==> src/rtl/mips_pipe_ctrl.sv <==
// Stall/flush sequencer for the 5-stage MIPS pipeline.
// Resolves memory-wait, taken-branch, load-use and ID-jump events into
// pipeline-register enables/flushes, and keeps saturating performance
// counters plus a sticky data-memory timeout flag.
module mips_pipe_ctrl #(
    parameter int MEM_TIMEOUT = 16,
    parameter int CNT_W       = 32
) (
    input  logic             clk,
    input  logic             rst,
    input  logic [4:0]       id_rs_i,
    input  logic [4:0]       id_rt_i,
    input  logic             id_use_data1_i,
    input  logic             id_use_data2_i,
    input  logic             id_is_store_i,
    input  logic             id_jump_i,
    input  logic [4:0]       ex_dst_i,
    input  logic             ex_regwrite_i,
    input  logic             ex_memread_i,
    input  logic             ex_branch_taken_i,
    input  logic             mem_req_i,
    input  logic             mem_ready_i,
    output logic             pc_en_o,
    output logic             ifid_en_o,
    output logic             ifid_flush_o,
    output logic             idex_en_o,
    output logic             idex_flush_o,
    output logic             exmem_en_o,
    output logic             memwb_flush_o,
    output logic [CNT_W-1:0] stall_cnt_o,
    output logic [CNT_W-1:0] flush_cnt_o,
    output logic             mem_err_o
);

    typedef enum logic [0:0] {
        RUN     = 1'b0,
        MEMWAIT = 1'b1
    } state_t;

    // Wait count at which the access is abandoned instead of stalling again.
    localparam logic [7:0]       LP_TMO_LAST = 8'(MEM_TIMEOUT - 1);
    localparam logic [CNT_W-1:0] LP_CNT_ONE  = CNT_W'(1);

    state_t           r_state;
    state_t           w_state_nxt;
    logic [7:0]       r_wcnt;
    logic [7:0]       w_wcnt_nxt;
    logic             r_mem_err;
    logic             w_mem_err_nxt;
    logic [CNT_W-1:0] r_stall_cnt;
    logic [CNT_W-1:0] r_flush_cnt;

    logic w_timeout;
    logic w_mem_stall;
    logic w_load_use;

    // Loads forward too late for an ID consumer; a store's rt is forwarded
    // later in the pipe, so it never needs the bubble.
    assign w_load_use = ex_memread_i & ex_regwrite_i & (ex_dst_i != 5'd0) &
                        ((id_use_data1_i & (id_rs_i == ex_dst_i)) |
                         (id_use_data2_i & ~id_is_store_i & (id_rt_i == ex_dst_i)));

    assign w_timeout   = (r_state == MEMWAIT) && (r_wcnt == LP_TMO_LAST);
    assign w_mem_stall = mem_req_i & ~mem_ready_i & ~w_timeout;

    // Prioritised event decode into pipeline enables and flushes.
    always_comb begin
        // NOTE: every output gets a default first so no path through the
        // if-chain leaves a signal unassigned and infers a latch.
        pc_en_o       = 1'b1;
        ifid_en_o     = 1'b1;
        ifid_flush_o  = 1'b0;
        idex_en_o     = 1'b1;
        idex_flush_o  = 1'b0;
        exmem_en_o    = 1'b1;
        memwb_flush_o = 1'b0;
        if (rst) begin
            ifid_flush_o  = 1'b1;
            idex_flush_o  = 1'b1;
            memwb_flush_o = 1'b1;
        end else if (w_mem_stall) begin
            // Whole front of the pipe frozen; redirects wait for release.
            pc_en_o       = 1'b0;
            ifid_en_o     = 1'b0;
            idex_en_o     = 1'b0;
            exmem_en_o    = 1'b0;
            memwb_flush_o = 1'b1;
        end else if (ex_branch_taken_i) begin
            // Squashes the ID instruction, so load-use and jump are moot.
            ifid_flush_o = 1'b1;
            idex_flush_o = 1'b1;
        end else if (w_load_use) begin
            // Also holds back a jr/jalr whose rs is still being loaded.
            pc_en_o      = 1'b0;
            ifid_en_o    = 1'b0;
            idex_flush_o = 1'b1;
        end else if (id_jump_i) begin
            ifid_flush_o = 1'b1;
        end
    end

    // Next state of the memory-wait FSM and its wait counter.
    always_comb begin
        w_state_nxt   = r_state;
        w_wcnt_nxt    = r_wcnt;
        w_mem_err_nxt = r_mem_err;
        case (r_state)
            RUN: begin
                if (w_mem_stall) begin
                    w_state_nxt = MEMWAIT;
                    w_wcnt_nxt  = 8'd1;
                end else begin
                    w_wcnt_nxt = 8'd0;
                end
            end
            MEMWAIT: begin
                if (w_mem_stall) begin
                    w_wcnt_nxt = r_wcnt + 8'd1;
                end else begin
                    // Ready or aborted: either way the pipe is released now.
                    w_state_nxt = RUN;
                    w_wcnt_nxt  = 8'd0;
                    if (w_timeout && !mem_ready_i) begin
                        w_mem_err_nxt = 1'b1;
                    end
                end
            end
            default: begin
                w_state_nxt = RUN;
                w_wcnt_nxt  = 8'd0;
            end
        endcase
    end

    // State, error flag and saturating performance counters.
    always_ff @(posedge clk) begin
        // NOTE: non-blocking assignments keep every register sampling the
        // pre-edge values, independent of statement order.
        if (rst) begin
            r_state     <= RUN;
            r_wcnt      <= 8'd0;
            r_mem_err   <= 1'b0;
            r_stall_cnt <= '0;
            r_flush_cnt <= '0;
        end else begin
            r_state   <= w_state_nxt;
            r_wcnt    <= w_wcnt_nxt;
            r_mem_err <= w_mem_err_nxt;
            if (!pc_en_o && (r_stall_cnt != '1)) begin
                r_stall_cnt <= r_stall_cnt + LP_CNT_ONE;
            end
            if (ifid_flush_o && (r_flush_cnt != '1)) begin
                r_flush_cnt <= r_flush_cnt + LP_CNT_ONE;
            end
        end
    end

    assign stall_cnt_o = r_stall_cnt;
    assign flush_cnt_o = r_flush_cnt;
    assign mem_err_o   = r_mem_err;

endmodule

==> config.mk <==
export PLATFORM = sky130hd
export DESIGN_NAME = mips_pipe_ctrl
export DESIGN_NICKNAME = d
export VERILOG_FILES = /design/src/rtl/mips_pipe_ctrl.sv
export SDC_FILE = /design/constraint.sdc
export NUM_CORES = 1
export LEC_CHECK = 0
export BUFFER_PORTS_ARGS = -buffer_cell sky130_fd_sc_hd__buf_2
export CORE_AREA = 2 2 108 110
export DETAILED_ROUTE_END_ITERATION = 10
export DIE_AREA = 0 0 110 112
export SETUP_SLACK_MARGIN = 0.3
export SYNTH_ARGS = -nofsm -noshare
export SYNTH_HDL_FRONTEND = slang
export SYNTH_SLANG_ARGS = --single-unit
==> constraint.sdc <==
create_clock -name clk -period 4.65 [get_ports clk]
set_input_delay 0.6975 -clock clk [delete_from_list [all_inputs] [get_ports clk]]
set_output_delay 0.6975 -clock clk [all_outputs]
set_load 0.01 [all_outputs]
==> metrics <==
result of the run=finished, final reports clean; Max-Cap Viols=0; final WL=10000 um; Max Root-Sink Buffers=2; P per Cell Area=292 mW/mm2; HP Class=flip-flop to flip-flop; gpl congestion=between 0.8 and 0.9; syn_area_per_cell=a little over 8 um2; share of cells above drive strength 1=approximately 22%; CP bufs+invs=2; full die area=0.0123 mm2; Peak VDD IR=0.213 mV; # fillers=1103; CTS tree=built; Max Clk Rate=just over 0.3 GHz; top cell type's share of synthesized area=39.1%; wire per inst=about 15 um; combinational cell fraction of total power=5.7%; 1st-pass router iterations=4; antenna viol nets, final=0; yosys warns=0; DRT iter0 DRCs=244; Async SR Flop Fraction=0%; Placeable Area=0.0112 mm2; top cells by area, synth=dfxtp_1 39%, xnor2_1 9.2%, nor2_1 5.2%; most instantiated library cell after synthesis=dfxtp_1; nets=574; row cnt=39; CTS H-tree lvls=3; period utilization=69.5%; Post-Synthesis Cells=457; Clock Latency Late Sink=0.33 ns; Crit Path Category=input port to primary output; antenna cells=0; synthesized area=0.00379 mm2; final setup fails=0; Critical path origin=ex_dst_i[0]; switch share=22.3%; Worst-path clk slew=0.05 ns; via/cell ratio=5.32; Layout Utilization=41.4%; initial antenna violation count=0; GRT Total Usage=16.8%; Layout area overhead=22.1%; Top FF cell, synth=dfxtp_1; CP Cell Sequence=buf_2, or3_1, o311a_1, and2_1, a21oi_2, buf_2; max-slew violation count=0; Worst EP required=between 3 and 4 ns; Yosys reg bits=74; # DRC=0; Pint=1050 uW; Post-synth EDFFs=0; Max stage delay cell, worst path=a21oi_2; CTS Buf Count=9; Seq/Total Area, Yosys=39.1%; clk_skew=0.00674 ns; I/O Buffers=97; critical path endpoint category=primary output; most used cell along the critical path=buf_2; CP delay by family, top=compound AO/OA/AOI/OAI gates; Root Driver=clkbuf_16; IO Count=~100; synth cell count leaders=74 x dfxtp_1, 52 x nor2_1, 40 x xnor2_1, 30 x nand2_1, 28 x nand3_1; crit path max fanout=13; Power Total=roughly 1400 uW; hold wc startpoint=r_wcnt[0]; pin count of the biggest net entering global routing=45; via count=3674; Hold Buf Count CTS=0; Final Hold Violating Endpoints=0; post-route setup TNS=0 ns; RSZ-0062 raised after global routing=no; hold path depth=1; Die Y=112 um; clock tree sinks=74; Die X=about 110 um; post-CTS sizing=0; Crit path depth=6; Rel. slew slack=between 40% and 50%; Initial Utilization=33.9%; post-synth top area cell=dfxtp_1; worst slew pin tran=approximately 0.76 ns; Leak=0.00172 uW; proportion of power drawn by the clock network=46.6%; Worst setup SP type=input port; switching power=301 uW; PnR worst setup slack=about 1.4 ns; Post-Place Worst Slack=1.39 ns; Final min period=3.23 ns; Flop pwr share=47.7%; number of global-route vias before repair=between 3000 and 4000; post-synth cell types=50; postcts setup bufs=0; slowest stage delay, CP=0.57 ns; Worst Path Arrival=between 2 and 3 ns; dpl hpwl=7040 um; r2r worst-path depth=7; total gr overflow=0; Reg2Reg Launch Point=stall_cnt_o[6]; Net Count, Synth=486; first-pass GRT wire length=between 15000 and 20000 um
## layer usage
layer / routed length (um) / track usage (%) / vias to the layer above
li1: - / - / 1832
met1: 4710 / 21.8 / 1727
met2: 4570 / 26.5 / 102
met3: 627 / 5.33 / 13
met4: 131 / 4.89 / 0
met5: 0 / 0 / -
## placed cells by master, fill, tap and decap left out, drive strengths merged, types with 9 or more instances in the layout
cell type	instances
or3	19
and3	11
nor3	11
nor2	53
o31ai	9
nand3	28
nor4	16
nand4	26
buf	99
a21oi	27
xnor2	40
inv	13
nand2	32
dfxtp	74
o21ai	16
clkbuf	13
## flip-flops by register name (all words and copies together), names as in the netlist
signal       count
flush_cnt_o     32
stall_cnt_o     32
r_wcnt           8
mem_err_o        1
r_state          1
## area by class of cell
class / count / area (um2) / area share, %
tap: 143 / 179 / 3.87
timing repair buffer: 99 / 500 / 10.8
multi-input combinational: 347 / 2150 / 46.4
sequential: 74 / 1480 / 32.0
inverter: 14 / 57.6 / 1.24
clock buffer: 13 / 260 / 5.63
## logic make-up after synthesis
| family | Yosys count | share of synthesized area, % |
|---|---|---|
| AO/OA/AOI/OAI | 68 | 11.5 |
| XOR/XNOR | 46 | 10.6 |
| adder cells (fa/ha/maj) | 3 | 0.991 |
| buffers and inverters | 36 | 4.36 |
| flip-flops | 74 | 39.1 |
| multiplexers | 2 | 0.561 |
| AND/OR/NAND/NOR | 228 | 32.9 |
## per-stage QoR
stage | instances | instance area (um2) | hold slack, ns
3_5_place_dp | 677 | 4360 | 0.451
4_1_cts | 690 | 4620 | 0.459
3_3_place_gp | 677 | 4360 | 0.446
6_report | 690 | 4620 | 0.464
5_1_grt | 690 | 4620 | 0.506
2_1_floorplan | 457 | 3790 | 0.425
## final timing paths
kind / end / slack, ns
setup / recovery: pc_en_o / 1.42
hold / removal: r_wcnt[0] / 0.46
setup reg to reg: stall_cnt_o[1] / 1.62
hold reg to reg: r_wcnt[0] / 0.46
## power groups by stage
stage	registers (uW)	logic, uW	clock network (uW)
final	644	77.7	630
after detailed placement	658	77.9	0
after CTS	644	78.2	645
after global placement	658	76.2	0
after floorplan	658	47.0	0
after global routing	645	85.6	674
No activity file was read; power rests on OpenSTA's default activity.
